===== config.mk =====
export PLATFORM = sky130hd
export DESIGN_NAME = serial_add_seq
export DESIGN_NICKNAME = d
export VERILOG_FILES = /design/src/rtl/serial_add_seq.sv
export SDC_FILE = /design/constraint.sdc
export NUM_CORES = 1
export LEC_CHECK = 0
export CORE_ASPECT_RATIO = 1.25
export CORE_MARGIN = 2
export CORE_UTILIZATION = 40
export CTS_CLUSTER_DIAMETER = 100
export CTS_CLUSTER_SIZE = 14
export DETAILED_ROUTE_END_ITERATION = 8
export GPL_ROUTABILITY_DRIVEN = 0
export PLACE_DENSITY_LB_ADDON = 0.12
export SYNTH_ARGS = -nofsm -noshare
export SYNTH_HDL_FRONTEND = slang
export SYNTH_SLANG_ARGS = --single-unit

===== constraint.sdc =====
create_clock -name clk -period 1.94 [get_ports clk]
set_input_delay 0.291 -clock clk [delete_from_list [all_inputs] [get_ports clk]]
set_output_delay 0.291 -clock clk [all_outputs]
set_load 0.02 [all_outputs]

===== src/rtl/serial_add_seq.sv =====
// Bit-serial adder sequencer: drives one external full-adder cell
// LSB first, one bit per clock, and owns the operand/result shifters.
module serial_add_seq #(
    parameter int WIDTH = 8
) (
    input  logic             clk,
    input  logic             reset_n,
    input  logic             start,
    input  logic [WIDTH-1:0] a,
    input  logic [WIDTH-1:0] b,
    input  logic             cin,
    output logic             busy,
    output logic             done,
    output logic [WIDTH-1:0] sum,
    output logic             cout,
    output logic             fa_a,
    output logic             fa_b,
    output logic             fa_cin,
    input  logic             fa_sum,
    input  logic             fa_cout
);

    localparam int CW = (WIDTH > 1) ? $clog2(WIDTH) : 1;
    localparam logic [CW-1:0] LAST = CW'(WIDTH - 1);

    typedef enum logic [1:0] {
        S_IDLE = 2'd0,
        S_RUN  = 2'd1,
        S_DONE = 2'd2
    } state_t;

    state_t st;
    state_t nxt;

    logic [WIDTH-1:0] a_sh;
    logic [WIDTH-1:0] b_sh;
    logic [WIDTH-2:0] s_sh;
    logic [WIDTH-1:0] s_nxt;
    logic             carry;
    logic [CW-1:0]    cnt;
    logic [WIDTH-1:0] sum_q;
    logic             cout_q;

    logic load;
    logic step;
    logic last;

    always_ff @(posedge clk or negedge reset_n) begin
        if (!reset_n) begin
            st <= S_IDLE;
        end else begin
            st <= nxt;
        end
    end

    always_comb begin
        nxt  = st;
        load = 1'b0;
        step = 1'b0;
        last = 1'b0;
        unique case (st)
            S_IDLE: begin
                if (start) begin
                    load = 1'b1;
                    nxt  = S_RUN;
                end
            end
            S_RUN: begin
                step = 1'b1;
                if (cnt == LAST) begin
                    last = 1'b1;
                    nxt  = S_DONE;
                end
            end
            S_DONE: begin
                nxt = S_IDLE;
            end
            default: begin
                nxt = S_IDLE;
            end
        endcase
    end

    // The newest result bit enters at the top; after WIDTH steps the
    // first bit computed has reached bit 0 of the assembled word.
    assign s_nxt = {fa_sum, s_sh};

    always_ff @(posedge clk or negedge reset_n) begin
        if (!reset_n) begin
            a_sh   <= '0;
            b_sh   <= '0;
            s_sh   <= '0;
            carry  <= 1'b0;
            cnt    <= '0;
            sum_q  <= '0;
            cout_q <= 1'b0;
        end else if (load) begin
            a_sh  <= a;
            b_sh  <= b;
            carry <= cin;
            cnt   <= '0;
        end else if (step) begin
            a_sh  <= a_sh >> 1;
            b_sh  <= b_sh >> 1;
            s_sh  <= s_nxt[WIDTH-1:1];
            carry <= fa_cout;
            cnt   <= cnt + 1'b1;
            if (last) begin
                sum_q  <= s_nxt;
                cout_q <= fa_cout;
            end
        end
    end

    assign busy   = (st == S_RUN) || (st == S_DONE);
    assign done   = (st == S_DONE);
    assign sum    = sum_q;
    assign cout   = cout_q;
    assign fa_a   = (st == S_RUN) & a_sh[0];
    assign fa_b   = (st == S_RUN) & b_sh[0];
    assign fa_cin = (st == S_RUN) & carry;

endmodule

==> summary.txt, run 1 <==
Status
  • Outcome: completed

Drt
  • Routed WL: 3050 µm
  • Via/cell ratio: 4.709
  • DRT iter0 DRCs: 42
  • Vias: 1102
  • DR WL/cell: 13.03 µm
  • Drt first pass iters: 2
  • DRC violations left: 0
  • Detail Route Antenna Nets: 0

Cells and area
  • Area Growth Syn to Fin: 28.57%
  • Diodes inserted: 0
  • Nets: 206
  • Layout cells sized above 1: 20.22%
  • Design Area, Final: 2230 µm²

Yosys
  • Sequential area share after synthesis: 54.83%
  • Post-synth net total: 167
  • Cell taking the most area after synthesis: dfrtp_1
  • Yosys top cell area share: 54.83%
  • Avg Synthesized Cell Area: 12.57 µm²
  • Synth cell types: 16
  • Synth Cell Area: 1734 µm²
  • Area contributors post-synth: dfrtp_1 55%, mux2_2 12%, mux2i_1 9.8%, ha_1 5.1%, o21ai_0 4.9%
  • Mapped Cells: 138
  • Yosys reg bits: 38
  • Syn. warnings: 0

Clock network
  • Clock buffer depth: 2
  • Clk_lat worst skew: 280 ps
  • # hold bufs at CTS: 0
  • TritonCTS clock tree: yes
  • Clk pin slew, worst setup/hold paths: 70 ps
  • CTS sink cnt: 38
  • Clock Root Buffer: clkbuf_8
  • Cts bufs inserted: 5
  • H-tree Lvls: 2

Critical path
  • CP required: 1650 ps
  • Critical path arrival: 1590 ps
  • Worst reg2reg endpoint: st[0]
  • Worst setup SP type: flip-flop
  • Slowest stage delay, CP: 600 ps
  • Crit. End Element: output port
  • CP cell instances: inv_1 > ha_1 > clkdlybuf4s50_1
  • Critical path peak fanout: 4
  • Max stage delay cell, worst path: clkdlybuf4s50_1
  • WS Path Type: flip-flop to output port
  • Reg2reg setup slack: 230 ps
  • Worst Reg-to-Reg Cells: 6
  • R2r startpoint: st[1]

Pwr
  • Reg power frac: 40.2%
  • Sw frac: 33.09%
  • Switching component of the power: 1072 µW
  • VDD IR-drop max: 0.6252 mV
  • Power Dens Cells: 1453 nW/µm²
  • Combinational Power Share: 40.1%
  • Int Power: 2167 µW
  • Leakage: 0.001008 µW
  • Clock power share: 19.7%

GRT
  • Gr usage total: 14.38%
  • GRT overflow: 0
  • Vias in the first global route: 1216
  • Largest net degree at the start of global routing: 39
  • First-pass GRT wire length: 5561 µm
  • Antenna violations before repair: 0

Timing
  • Min cycle time layout: 1878 ps
  • Worst-Margin Slew: 812.3 ps
  • Final period util: 96.79%
  • Fmax: 0.5326 GHz
  • Setup-failing EPs final: 0
  • Slew Limit Fails: 0
  • RSZ-0062 raised after global routing: no
  • Rel. slew slack: 45.85%
  • Final Skew: 4.906 ps
  • Setup_tns: 0 ps
  • Endpoints failing hold: 0

Worst hold path
  • Worst hold-check path type: input pin to asynchronous set/reset pin

Place
  • Input/output buffers: 35
  • DP Area: 2123 µm²
  • Hpwl dp: 2261 µm

Floorplanning
  • Core box area: 4131 µm²
  • Die height: 77.62 µm
  • I/O pin total: 36
  • Die area: 4881 µm²
  • Die width: 62.89 µm
  • Starting utilization of the core area: 41.97%
  • Row count: 26

Run
  • Max Cap Violations: 0
logic make-up after synthesis:
| group | after synthesis | synth area share (%) |
|---|---|---|
| AOI/OAI and AO/OA | 18 | 5.627 |
| xor gates and xnor gates | 1 | 0.5051 |
| adders and majority gates | 7 | 5.050 |
| buffers and inverters | 12 | 5.266 |
| DFF | 38 | 54.83 |
| muxes | 35 | 21.50 |
| and+or+nand+nor | 27 | 7.215 |
per-stage QoR:
step | instances | hold WS (ps) | setup slack, ps | utilization (%) | total power, µW
floorplan | 138 | -4.591 | 507.2 | - | 2302
global placement | 226 | 437.2 | 121.9 | 51.39 | 2608
detailed placement | 226 | 448.4 | 76.93 | 51.39 | 2678
CTS | 234 | 134.6 | 33.51 | 53.97 | 3302
global route | 234 | 177.2 | 1.987 | 53.97 | 3514
finish | 234 | 97.58 | 62.26 | 53.97 | 3239
registers in the layout, summed over array words and instances (netlist names):
register,cells
a_sh,8
b_sh,8
sum,8
s_sh,7
cnt,3
st,2
carry,1
cout,1
placed cells by master (no fill, tap or decap):
cell type        instances
and2_1                   4
buf_12                   1
buf_2                    1
buf_4                    4
bufinv_16                1
clkbuf_8                 5
clkdlybuf4s50_1         30
clkinv_2                 2
dfrtp_1                 38
dlygate4sd2_1            4
ha_1                     6
ha_2                     1
inv_1                    3
inv_2                    1
mux2_2                  18
mux2i_1                 17
nand2_1                 19
nand3_4                  1
nor2_1                   3
o21ai_0                 17
o22ai_2                  1
xnor2_1                  1
synthesized netlist by cell type:
library cell / instances
o21ai_0: 17
inv_2: 1
buf_4: 2
buf_2: 1
buf_6: 5
dfrtp_1: 38
o22ai_2: 1
nor2_1: 3
mux2_2: 18
nand2_1: 19
and2_1: 4
ha_1: 7
inv_1: 3
xnor2_1: 1
nand3_4: 1
mux2i_1: 17
worst max-delay path by stage:
stage | slack (ps) | start | cells after the start | to
after global routing | 2 | st[0] | 3 | done
after CTS | 30 | st[0] | 3 | done
after detailed placement | 80 | st[1] | 4 | fa_a
after floorplan | 510 | st[1] | 6 | st[0]
after global placement | 120 | st[1] | 4 | fa_b
final | 60 | st[0] | 3 | done
repair_timing:
| item | CTS | global route |
|---|---|---|
| setup buffers | 0 | 0 |
| gates resized for setup | 5 | 0 |
| setup endpoints to repair | 4 | 0 |
metal layers:
metal	share of wire [%]	vias up	GRT usage [%]
li1	-	539	-
met1	43	533	16.73
met2	51	25	24.68
met3	5.2	5	4.928
met4	1.2	0	4.667
met5	0	-	0
final cells by class:
cell class | count | area (µm²)
clock inverters | 3 | 40.04
repair buffers | 40 | 390.4
flip-flops and latches | 38 | 950.9
clock buffers | 5 | 68.82
inverters | 4 | 15.01
fillers | 389 | 1902
multi-input cells | 88 | 694.4
well taps | 56 | 70.07
critical path, delay by kind of cell (launching register included):
family     cells  cell delay, ps
buf+inv        2             720
flops          1             420
fa+ha+maj      1             160
power groups by stage:
stage	logic (µW)	registers [µW]	clock network (µW)
floorplan	1010	1290	0
finish	1300	1300	639
CTS	1330	1310	662
global route	1470	1350	698
detailed placement	1360	1320	0
global placement	1300	1300	0
No activity file was read; power rests on OpenSTA's default activity.
==> run 2: changes to the inputs <==
Settings changed: ABC_AREA set to 1, CORE_ASPECT_RATIO 1.25 to not set, SLEW_MARGIN set to 15.
==> run 2 against run 1 <==
Compared with the run above:
- first-iteration DRC count up 79%
- combinational power up 17%
- critical path type unchanged
- synthesized cell count up 66%
- count of clock-buffer cells in the layout unchanged
- cell count up 36%
==> summary.txt, run 2 <==
Floorplanning
  • Row count: 24
  • Die height: 72.45 µm
  • Die area: 5249 µm²
  • Core box area: 4444 µm²
  • I/O pin total: 36
  • Die width: 72.45 µm
  • Starting utilization of the core area: 42.17%

Cells and area
  • Layout Utilization: 52.87%
  • Area Growth Syn to Fin: 25.37%
  • Nets: 294
  • Design Area, Final: 2350 µm²
  • Layout cells sized above 1: 10.15%
  • Most frequent cells in the layout: 93 x nand2_1, 38 x dfrtp_1, 29 x clkdlybuf4s50_1
  • Final std cells w/o fill: 318
  • Diodes inserted: 0
  • Commonest non-fill, non-tap cell in the layout: nand2_1
  • Fill count: 440

Pwr
  • Clock power share: 18.7%
  • Reg power frac: 37.9%
  • Sw frac: 39.41%
  • Combinational Power Share: 43.4%
  • Int Power: 2117 µW
  • VDD IR-drop max: 0.6270 mV
  • Leakage: 0.001256 µW
  • Power Dens Cells: 1487 nW/µm²
  • Switching component of the power: 1377 µW

Yosys
  • Yosys top cell area share: 50.73%
  • Post-synth EDFFs: 0
  • Post-synth net total: 258
  • Synth Cell Area: 1874 µm²
  • Synth top cells by count: 93 x nand2_1, 38 x dfrtp_1, 28 x inv_1, 25 x nand3_1
  • Avg Synthesized Cell Area: 8.185 µm²
  • Most used DFF post-synth: dfrtp_1
  • Area contributors post-synth: dfrtp_1 51%, nand2_1 19%, nand3_1 6.7%, inv_1 5.6%, ha_1 4.7%
  • Cell taking the most area after synthesis: dfrtp_1
  • Post-synth ARST share: 100.0%
  • Yosys reg bits: 38
  • Mapped Cells: 229
  • Syn. warnings: 0
  • Synth cell types: 15
  • Count leader, synth: nand2_1
  • Sequential area share after synthesis: 50.73%

Timing
  • Rel. slew slack: 68.46%
  • Final Skew: 10.49 ps
  • Setup_tns: 0 ps
  • RSZ-0062 raised after global routing: no
  • Worst setup margin: 152.8 ps
  • Min cycle time layout: 1787 ps
  • Slew Limit Fails: 0
  • Fmax: 0.5595 GHz
  • Worst-Margin Slew: 473.0 ps
  • Setup-failing EPs final: 0
  • Endpoints failing hold: 0
  • Final period util: 92.12%

Place
  • DP Area: 2241 µm²
  • Placement Setup Slack: 164.1 ps
  • Hpwl dp: 2286 µm
  • Input/output buffers: 35
  • Placed insts: 310

Clock network
  • Clk pin slew, worst setup/hold paths: 70 ps
  • Clk_lat worst skew: 300 ps
  • CTS resizes: 5
  • # hold bufs at CTS: 0
  • H-tree Lvls: 2
  • Clock buffer depth: 2
  • Postcts setup bufs: 0
  • Clock Root Buffer: clkbuf_8
  • CTS sink cnt: 38
  • TritonCTS clock tree: yes
  • Cts bufs inserted: 5

Drt
  • DR WL/cell: 10.91 µm
  • Drt first pass iters: 4
  • Via/cell ratio: 4.484
  • DRT iter0 DRCs: 75
  • Vias: 1426
  • Routed WL: 3468 µm
  • Detail Route Antenna Nets: 0
  • DRC violations left: 0

Critical path
  • Reg2reg setup slack: 270 ps
  • Crit. End Element: output port
  • R2r startpoint: st[1]
  • Worst setup SP type: flip-flop
  • Critical path arrival: 1500 ps
  • Critical path peak fanout: 5
  • Crit path from: st[1]
  • CP required: 1650 ps
  • Worst reg2reg endpoint: sum[6]
  • WS Path Type: flip-flop to output port
  • Worst Reg-to-Reg Cells: 6

GRT
  • GRT overflow: 0
  • Gr usage total: 14.68%
  • Antenna violations before repair: 0
  • First-pass GRT wire length: 5899 µm
  • Largest net degree at the start of global routing: 39
  • Vias in the first global route: 1323

Run
  • Max Cap Violations: 0

Worst hold path
  • Worst hold-check path type: input pin to asynchronous set/reset pin

Status
  • Outcome: completed
[run 2: critical path, stage by stage, from the launching register on]
cell and delay (ps):
dfrtp_1 400, inv_1 140, ha_2 240, nand2_1 60, inv_1 40, dlygate4sd2_1 320
[run 2: routing by layer]
layer	track usage, %	part of all wire [%]
met5	0	0
met3	4.861	5.1
met2	21.20	43
met1	20.25	51
met4	6.173	1.4
[run 2: stage by stage]
stage | hold slack (ps) | total power, µW
5_1_grt | 81.67 | 3812
4_1_cts | 51.55 | 3541
2_1_floorplan | -4.591 | 2462
3_5_place_dp | 373.2 | 2897
6_report | 33.13 | 3495
3_3_place_gp | 378.6 | 2870
[run 2: layout make-up]
class / instances / area, µm² / area share (%)
sequential: 38 / 950.9 / 40.47
inverter: 30 / 112.6 / 4.792
tap: 52 / 65.06 / 2.769
multi-input combinational: 151 / 739.5 / 31.47
clock inverter: 3 / 40.04 / 1.704
clock buffer: 5 / 68.82 / 2.929
timing repair buffer: 39 / 372.9 / 15.87
[run 2: how the worst max path moves through the flow]
stage | end | slack [ps]
floorplan | fa_a | 520
global placement | fa_a | 190
detailed placement | fa_a | 160
CTS | done | 3
global route | fa_a | 50
finish | fa_a | 150
[run 2: cells by family after synthesis]
kind of cell	share of synthesized area, %
adders and majority gates	4.673
xor gates and xnor gates	0.4674
and+or+nand+nor	27.57
DFF	50.73
AOI/OAI and AO/OA	6.609
buffers and inverters	9.946
[run 2: power by group through the flow]
stage | logic, µW | registers (µW) | clock network [µW]
detailed placement | 1560 | 1340 | 0
global placement | 1540 | 1330 | 0
floorplan | 1100 | 1360 | 0
CTS | 1540 | 1330 | 676
global route | 1740 | 1370 | 708
finish | 1520 | 1320 | 655
==> run 3: changes to the inputs <==
Settings changed: SLEW_MARGIN 15 to not set.
==> results of run 3 <==
Final layout, timing and power as in run 2 (identical DEF).
